===== config.mk =====
export PLATFORM = sky130hd
export DESIGN_NAME = header_buffer
export DESIGN_NICKNAME = d
export VERILOG_FILES = /design/src/rtl/header_buffer_pkg.sv /design/src/rtl/header_buffer.sv
export SDC_FILE = /design/constraint.sdc
export NUM_CORES = 1
export LEC_CHECK = 0
export ABC_AREA = 1
export CORE_ASPECT_RATIO = 0.6
export CORE_UTILIZATION = 45
export CTS_BUF_LIST = sky130_fd_sc_hd__clkbuf_8
export CTS_CLUSTER_SIZE = 20
export DETAILED_ROUTE_END_ITERATION = 10
export HOLD_SLACK_MARGIN = 0.08
export PLACE_DENSITY = 0.73
export RECOVER_POWER = 50
export SYNTH_ARGS = -nofsm -noshare
export SYNTH_HDL_FRONTEND = slang
export SYNTH_SLANG_ARGS = --single-unit

===== constraint.sdc =====
create_clock -name clk -period 31.4 [get_ports clk]
set_input_delay 6.28 -clock clk [delete_from_list [all_inputs] [get_ports clk]]
set_output_delay 6.28 -clock clk [all_outputs]
set_load 0.01 [all_outputs]

===== src/rtl/header_buffer_pkg.sv =====
// Shared state encoding, header geometry and helpers for the header buffer.
package header_buffer_pkg;

  typedef enum logic [2:0] {
    ST_IDLE      = 3'd0,
    ST_ISSUE     = 3'd1,
    ST_WAIT      = 3'd2,
    ST_FOUND     = 3'd3,
    ST_EXHAUSTED = 3'd4
  } state_t;

  localparam int HDR_BYTES = 80;
  localparam int NONCE_OFS = 76;
  localparam int HDR_BITS  = HDR_BYTES * 8;

  // Mask bit for a byte index; out-of-range indices select nothing.
  function automatic logic [HDR_BYTES-1:0] byte_onehot(input logic [7:0] idx);
    logic [HDR_BYTES-1:0] v;
    v = {HDR_BYTES{1'b0}};
    if (idx < 8'(HDR_BYTES)) begin
      v[idx[6:0]] = 1'b1;
    end else begin
      v = {HDR_BYTES{1'b0}};
    end
    return v;
  endfunction

endpackage


===== src/rtl/header_buffer.sv =====
// Collects an 80-byte block header, then offers it to a hash core while
// stepping the nonce until a hit is reported or the nonce range runs out.
module header_buffer
  import header_buffer_pkg::*;
#(
  parameter logic [31:0] NONCE_LIMIT = 32'hFFFF_FFFF
) (
  input  logic         clk,
  input  logic         rst,
  input  logic         write_enable,
  input  logic [7:0]   rx_data,
  input  logic [7:0]   byte_cnt,
  input  logic         packet_done,
  input  logic         hash_ready,
  input  logic         hash_done,
  input  logic         valid_hash,
  output logic         header_valid,
  output logic [639:0] header,
  output logic [31:0]  nonce,
  output logic         busy,
  output logic         found,
  output logic         exhausted,
  output logic         hdr_err
);

  state_t                r_state;
  state_t                w_state_nxt;
  logic [7:0]            r_bytes [HDR_BYTES];
  logic [HDR_BYTES-1:0]  r_mask;
  logic [HDR_BYTES-1:0]  w_onehot;
  logic [HDR_BYTES-1:0]  w_mask_eff;
  logic [31:0]           r_nonce;
  logic                  r_header_valid;
  logic                  r_busy;
  logic                  r_found;
  logic                  r_exhausted;
  logic                  r_hdr_err;
  logic                  w_store;
  logic                  w_restart;
  logic                  w_nonce_inc;
  logic                  w_hdr_err;
  logic [HDR_BITS-1:0]   w_header;

  // A write landing with packet_done still counts toward completeness.
  assign w_onehot   = write_enable ? byte_onehot(byte_cnt) : {HDR_BYTES{1'b0}};
  assign w_mask_eff = r_mask | w_onehot;

  // Next-state and datapath control decode.
  always_comb begin
    w_state_nxt = r_state;
    w_store     = 1'b0;
    w_restart   = 1'b0;
    w_nonce_inc = 1'b0;
    w_hdr_err   = 1'b0;
    case (r_state)
      ST_IDLE: begin
        w_store = write_enable;
        if (packet_done) begin
          if (&w_mask_eff) begin
            w_state_nxt = ST_ISSUE;
          end else begin
            w_hdr_err = 1'b1;
          end
        end else begin
          w_state_nxt = ST_IDLE;
        end
      end
      ST_ISSUE: begin
        if (hash_ready) begin
          w_state_nxt = ST_WAIT;
        end else begin
          w_state_nxt = ST_ISSUE;
        end
      end
      ST_WAIT: begin
        if (hash_done) begin
          if (valid_hash) begin
            w_state_nxt = ST_FOUND;
          end else if (r_nonce == NONCE_LIMIT) begin
            w_state_nxt = ST_EXHAUSTED;
          end else begin
            w_state_nxt = ST_ISSUE;
            w_nonce_inc = 1'b1;
          end
        end else begin
          w_state_nxt = ST_WAIT;
        end
      end
      ST_FOUND, ST_EXHAUSTED: begin
        if (write_enable) begin
          w_state_nxt = ST_IDLE;
          w_store     = 1'b1;
          w_restart   = 1'b1;
        end else begin
          w_state_nxt = r_state;
        end
      end
      default: begin
        w_state_nxt = ST_IDLE;
      end
    endcase
  end

  // State register.
  always_ff @(posedge clk or posedge rst) begin
    if (rst) begin
      r_state <= ST_IDLE;
    end else begin
      r_state <= w_state_nxt;
    end
  end

  // Byte store, completeness mask and nonce counter.
  always_ff @(posedge clk or posedge rst) begin
    if (rst) begin
      for (int i = 0; i < HDR_BYTES; i++) begin
        r_bytes[i] <= 8'h00;
      end
      r_mask  <= {HDR_BYTES{1'b0}};
      r_nonce <= 32'h0000_0000;
    end else begin
      for (int i = 0; i < HDR_BYTES; i++) begin
        if (w_store && (byte_cnt == 8'(i))) begin
          r_bytes[i] <= rx_data;
        end
      end
      if (w_hdr_err) begin
        r_mask <= {HDR_BYTES{1'b0}};
      end else if (w_restart) begin
        r_mask <= w_onehot;
      end else if (w_store) begin
        r_mask <= w_mask_eff;
      end
      if (w_nonce_inc) begin
        r_nonce <= r_nonce + 32'd1;
      end else begin
        for (int k = 0; k < 4; k++) begin
          if (w_store && (byte_cnt == 8'(NONCE_OFS + k))) begin
            r_nonce[8*k +: 8] <= rx_data;
          end
        end
      end
    end
  end

  // Status flags are registered off the next state so they track r_state.
  always_ff @(posedge clk or posedge rst) begin
    if (rst) begin
      r_header_valid <= 1'b0;
      r_busy         <= 1'b0;
      r_found        <= 1'b0;
      r_exhausted    <= 1'b0;
      r_hdr_err      <= 1'b0;
    end else begin
      r_header_valid <= (w_state_nxt == ST_ISSUE);
      r_busy         <= (w_state_nxt == ST_ISSUE) || (w_state_nxt == ST_WAIT);
      r_found        <= (w_state_nxt == ST_FOUND);
      r_exhausted    <= (w_state_nxt == ST_EXHAUSTED);
      r_hdr_err      <= w_hdr_err;
    end
  end

  // Byte 0 sits in the top bits; the nonce overlays bytes 76..79 LSB first.
  always_comb begin
    w_header = {HDR_BITS{1'b0}};
    for (int i = 0; i < HDR_BYTES; i++) begin
      if (i >= NONCE_OFS) begin
        w_header[HDR_BITS-1-8*i -: 8] = r_nonce[8*(i-NONCE_OFS) +: 8];
      end else begin
        w_header[HDR_BITS-1-8*i -: 8] = r_bytes[i];
      end
    end
  end

  assign header_valid = r_header_valid;
  assign header       = w_header;
  assign nonce        = r_nonce;
  assign busy         = r_busy;
  assign found        = r_found;
  assign exhausted    = r_exhausted;
  assign hdr_err      = r_hdr_err;

endmodule


# --- After elaboration in Yosys (flattened, before gate mapping) ---
# Index checks and enable logic that the tools add are counted.
totals:
  register_bits: 728
  output_inout_bits: 677
  word_cells: 301
op_classes:
  addsub: 1
  magnitude_cmp: 3
  eq_ne: 88
  mux: 30
  n_bitwise: 1
  reduce_logical: 91
ops:
  columns: ["cell", "n"]
  rows:
  - ["$mux W80", 5]
  - ["$eq A8 B6 Y1 const B", 32]
  - ["$eq A8 B5 Y1 const B", 16]
  - ["$eq A8 B7 Y1 const B", 16]
  - ["$logic_and A1 B1 Y1", 81]
  - ["$or A80 B80 Y80", 1]
  - ["$reduce_and A80 Y1", 1]
  - ["$eq A8 B4 Y1 const B", 8]
  - ["$add A32 B1 Y32 const B", 1]
  - ["$eq A32 B32 Y1 const B", 1]
  - ["$eq A8 B3 Y1 const B", 4]
  - ["$mux W32", 1]
  - ["$mux W8", 4]
  - ["$mux W3", 6]
  - ["$eq A8 B2 Y1 const B", 2]
  - ["$eq A3 B2 Y1 const B", 4]
  - ["$pmux W3 S4", 1]
  - ["$mux W1", 10]
  - ["$eq A8 B1 Y1 const B", 1]
  - ["$logic_not A8 Y1", 1]
  - ["$lt A7 B8 Y1 const B", 1]
  - ["$lt A8 B7 Y1 const B", 1]
  - ["$reduce_bool A2 Y1", 4]
  - ["$demux W1 S7", 1]
  - ["9 further kinds", 11]

# --- Logic depth before layout (Yosys ltp) ---
depth:
  depth_word: 13
  ltp_mapped: 16

# --- Worst setup path before layout ---
# No wires, ideal clock.
synth_timing:
  path_type: "in2reg"
  startpoint: "input byte_cnt[1]"
  endpoint: "register r_mask[12]"
  setup_ns: 0.073
  t_arrival_ns: 7.908
  required_time_ns: 31.327
  path_slack_ns: 23.419
  stages: 16
  cell_sequence: "buf_2 -> nor2_1 -> nand2_1 -> nor2_1 -> nand3_1 -> nand2_1 -> nand2_1 -> nor2_1 -> nand2_1 -> nor2_1 -> nand2_1 -> nor2_2 -> a21boi_1 -> buf_6 -> buf_6 -> a21oi_2"
synth_via:
  elab_chain_len: 12
  word_cells_on_any_way: 17
  classes_between: "order compare (3); mux (10); bitwise (1); reduce/logical (3)"
synth_lines:
  columns: ["element", "line", "rtl"]
  rows:
  - ["from (decl)", "header_buffer.sv:12", "input logic [7:0] byte_cnt,"]
  - ["$lt A7 B8 Y1 (not written as such) / $ge A7 B1 Y1 (equally long branches)", "header_buffer_pkg.sv:21", "v[idx[6:0]] = 1'b1;"]
  - ["$logic_and A1 B1 Y1 (not written as such)", "header_buffer_pkg.sv:21", null]
  - ["$mux W1 (not written as such)", "header_buffer_pkg.sv:21", null]
  - ["$demux W1 S7", "header_buffer_pkg.sv:21", null]
  - ["$mux W80 (*)", "header_buffer_pkg.sv:20", "if (idx < 8'(HDR_BYTES)) begin"]
  - ["$mux W80 (*)", "header_buffer.sv:45", "assign w_onehot = write_enable ? byte_onehot(byte_cnt) : {HDR_BYTES{1'b0}};"]
  - ["$or A80 B80 Y80", "header_buffer.sv:46", "assign w_mask_eff = r_mask | w_onehot;"]
  - ["$reduce_and A80 Y1", "header_buffer.sv:59", "if (&w_mask_eff) begin"]
  - ["$mux W1", "header_buffer.sv:59", null]
  - ["$mux W1", "header_buffer.sv:58", "if (packet_done) begin"]
  - ["$mux W1", "header_buffer.sv:55", "case (r_state)"]
  - ["$reduce_bool A3 Y1 (no source line) / $mux W80 (equally long branches)", null, null]
  - ["to (signal assigned)", "header_buffer.sv:119", "r_mask <= {HDR_BYTES{1'b0}};"]
  - ["to (signal assigned)", "header_buffer.sv:128", "r_mask <= {HDR_BYTES{1'b0}};"]
  - ["to (signal assigned)", "header_buffer.sv:130", "r_mask <= w_onehot;"]
  - ["to (decl)", "header_buffer.sv:29", "logic [HDR_BYTES-1:0] r_mask;"]
# Every way passes the cells marked *; elsewhere a longest branch is shown, timed or not. The select of a mux whose other input is x is not followed.
# A chain may end at the register's enable or synchronous reset.

==> run summary <==
Critical Path Start Type - input port
CTS tree - built
Max_cap viols - 6
Critical Path RT - 29.87 ns
Share of post-route cells with drive strength above 1 - 6.73%
Ys flop type - dfrtp_1
Final-stage net count - 3,813
Post-Syn Area - 29,300 um^2
Via count - 24,939
Largest net degree at the start of global routing - 182
Crit path largest cell delay - 6.83 ns
Total iterations of the first detailed-routing run - 7
Critical path class - input port to async pin
Die Y - 200 um
Detailed-route DRC error count - 0
Die Span X - 331 um
Max Slew Vio Count - 607
Final setup vio count - 0
Average wire per standard cell - 21.6 um
Final hold violation count - 0
H-tree depth - 3
Synth Warn # - 0
Row Count - 72
Delay-heaviest family, CP - buffers and inverters
Mapped Avg Cell Area - 9.22 um^2
Tightest Pin Transition - 9.42 ns
Total clock buffers created by CTS - 106
Final min period - 18.39 ns
Crit path depth - 3
Worst min path class - flip-flop to flip-flop
I/O pin cnt - 700
Core area - 64,400 um^2
Area Growth Syn to Fin - 32.7%
Grt total ovfl - 0
Status - finished with violations
Antenna violations before repair - 1
Sequential area share after synthesis - 62.2%
Skew final - 0.0366 ns
Peak supply drop - 0.0485 mV
CTS sink cnt - 728
TNS Setup - 0 ns
Hpwl dp - 67,100 um
Hold_buf cts - 0
Crit path cell chain - dlygate4sd3_1, clkinvlp_2, clkbuf_1
CP arrival - 16.86 ns
Clk_lat worst skew - 0.74 ns
Max Clock Freq - 54.4 MHz
Yosys cell types - 39
Post-CTS resize count - 0
Element type at the critical path end - async pin
Pre-CTS setup slack - 20.38 ns
Mapped Nets - 3,204
Multi-input gate area - 9480 um^2
Area share of the largest cell type after synthesis - 62.2%
First-pass GRT wire length - 152,000 um
Period utilization - 58.6%
Starting DRC count in detailed routing - 2,159
Clock root buffer - clkbuf_8
WHS Path Cells - 2
Synth area leaders - dfrtp_1 62%, nand2_1 12%, o21ai_0 10%, nor2_1 2.7%, clkbuf_1 2.0%
Fin util - 60.4%
DP Area - 36,500 um^2
Die Area - 66,200 um^2
Clock tree buffer depth - 3
Starting density of the core - 45.5%
Total Wirelength - 102,000 um
Fin area - 38,900 um^2
Leak - 0.0191 uW
Register area - 18,200 um^2
Pwr Density - 58.2 nW/um^2
RSZ-0062 raised after global routing - no
Setup Buffers After CTS - 0
Leading area contributor after synthesis - dfrtp_1
R2R depth - 10
Post-synthesis cell count - 3,180
Reg clk slew, reported paths - 0.07 ns
FILL cells - 5,445
Crit-path max FO - 181
Gp weighted congestion - 0.937
Total track usage - 30.6%
EDFF count, synth - 0
#FFs+latches synth - 728
Failing checks - capacitance limit, slew limit
Setup slack after layout - 13.01 ns
PortBufs - 699
Synth async-reset ratio - 100%
Number of buffers and inverters on the critical path - 3
Worst path slowest cell - clkbuf_1
Max-Slew Margin vs Limit - -528%
Final antenna-violating net count - 0
Number of global-route vias before repair - 23,549
Via density - 5.27
## sequential cells by signal, indices dropped and copies added, names as in the netlist
signal        cells
busy              1
exhausted         1
found             1
hdr_err           1
header          608
header_valid      1
nonce            32
r_mask           80
r_state           3
## where the power goes
part | internal [uW] | total, uW | switching [uW]
combinational | 154 | 366 | 212
sequential | 1000 | 1060 | 53.8
clock | 455 | 841 | 386
## routing by layer
layer	routed length [um]	global-route usage [%]	share of wire [%]
met1	44000	42.4	43
met5	0	0	0
met4	3300	11.1	3.2
met3	9520	9.01	9.3
met2	45200	45.6	44
## cell families (layout without fill, tap and decap cells)
| kind of cell | after synthesis | count (layout) | synth area share, % |
|---|---|---|---|
| fa+ha+maj | 1 | 1 | 0.0427 |
| flops | 728 | 728 | 62.2 |
| simple gates | 1327 | 1327 | 18.4 |
| buf+inv | 371 | 1072 | 5.56 |
| compound gates | 727 | 727 | 13.1 |
| xor+xnor | 26 | 26 | 0.777 |
| other cells | 0 | 1 | 0 |
## cells in the mapped netlist, types with 2 or more instances
cell type / instances
o211ai_1: 20
nor3_2: 4
dfrtp_1: 728
a22oi_1: 4
a32oi_1: 18
buf_2: 13
buf_1: 6
xnor2_1: 9
nand2_1: 962
o21ai_1: 10
buf_4: 34
nor2_4: 2
xor2_1: 17
nand3_1: 100
a21oi_2: 14
nand3_2: 4
inv_1: 141
a21oi_1: 49
buf_6: 12
clkbuf_1: 158
nor2_1: 207
nand2_2: 4
o21ai_0: 608
nor3_4: 10
nand4_1: 13
inv_2: 5
nor3_1: 9
nor2_2: 8
## final cells by class
type / count / area share [%]
tap: 851 / 2.74
timing repair buffer: 724 / 18.4
antenna: 1 / 0.00644
inverter: 148 / 1.44
sequential: 728 / 46.8
multi-input combinational: 2081 / 24.4
clock buffer: 141 / 4.99
clock inverter: 59 / 1.18
## metrics by stage
stage / total power [uW] / hold WS, ns / std cells
floorplan: 1250 / 0.495 / 3180
global placement: 1450 / 0.465 / 4532
detailed placement: 1460 / 0.472 / 4532
CTS: 2300 / 0.488 / 4732
global route: 2360 / 0.494 / 4732
finish: 2270 / 0.475 / 4733
## worst reg2reg max path: cells and delay by family, from the launching register on
kind	cells	cell delay, ns
flops	1	0.44
compound gates	2	0.22
buf+inv	4	2.33
simple gates	4	1.71
## final timing paths
path                               from          end  slack [ns]
max in group clk           write_enable  header[423]       18.86
min                         header[389]  header[389]        0.48
min in group asynchronous           rst   header[92]        7.68
max                                 rst  header[300]       13.01
max reg2reg                  r_state[2]  header[423]       26.56
min reg2reg                 header[389]  header[389]        0.48
## cell usage in the layout (no fill, tap or decap), types with 49 or more instances in the layout
cell,Yosys,layout
nand2_1,962,962
dfrtp_1,728,728
o21ai_0,608,608
dlygate4sd3_1,0,536
nor2_1,207,205
clkdlybuf4s50_1,0,162
inv_1,141,158
clkbuf_8,0,141
nand3_1,100,100
a21oi_1,49,49
(Power assumes the default switching activity.)
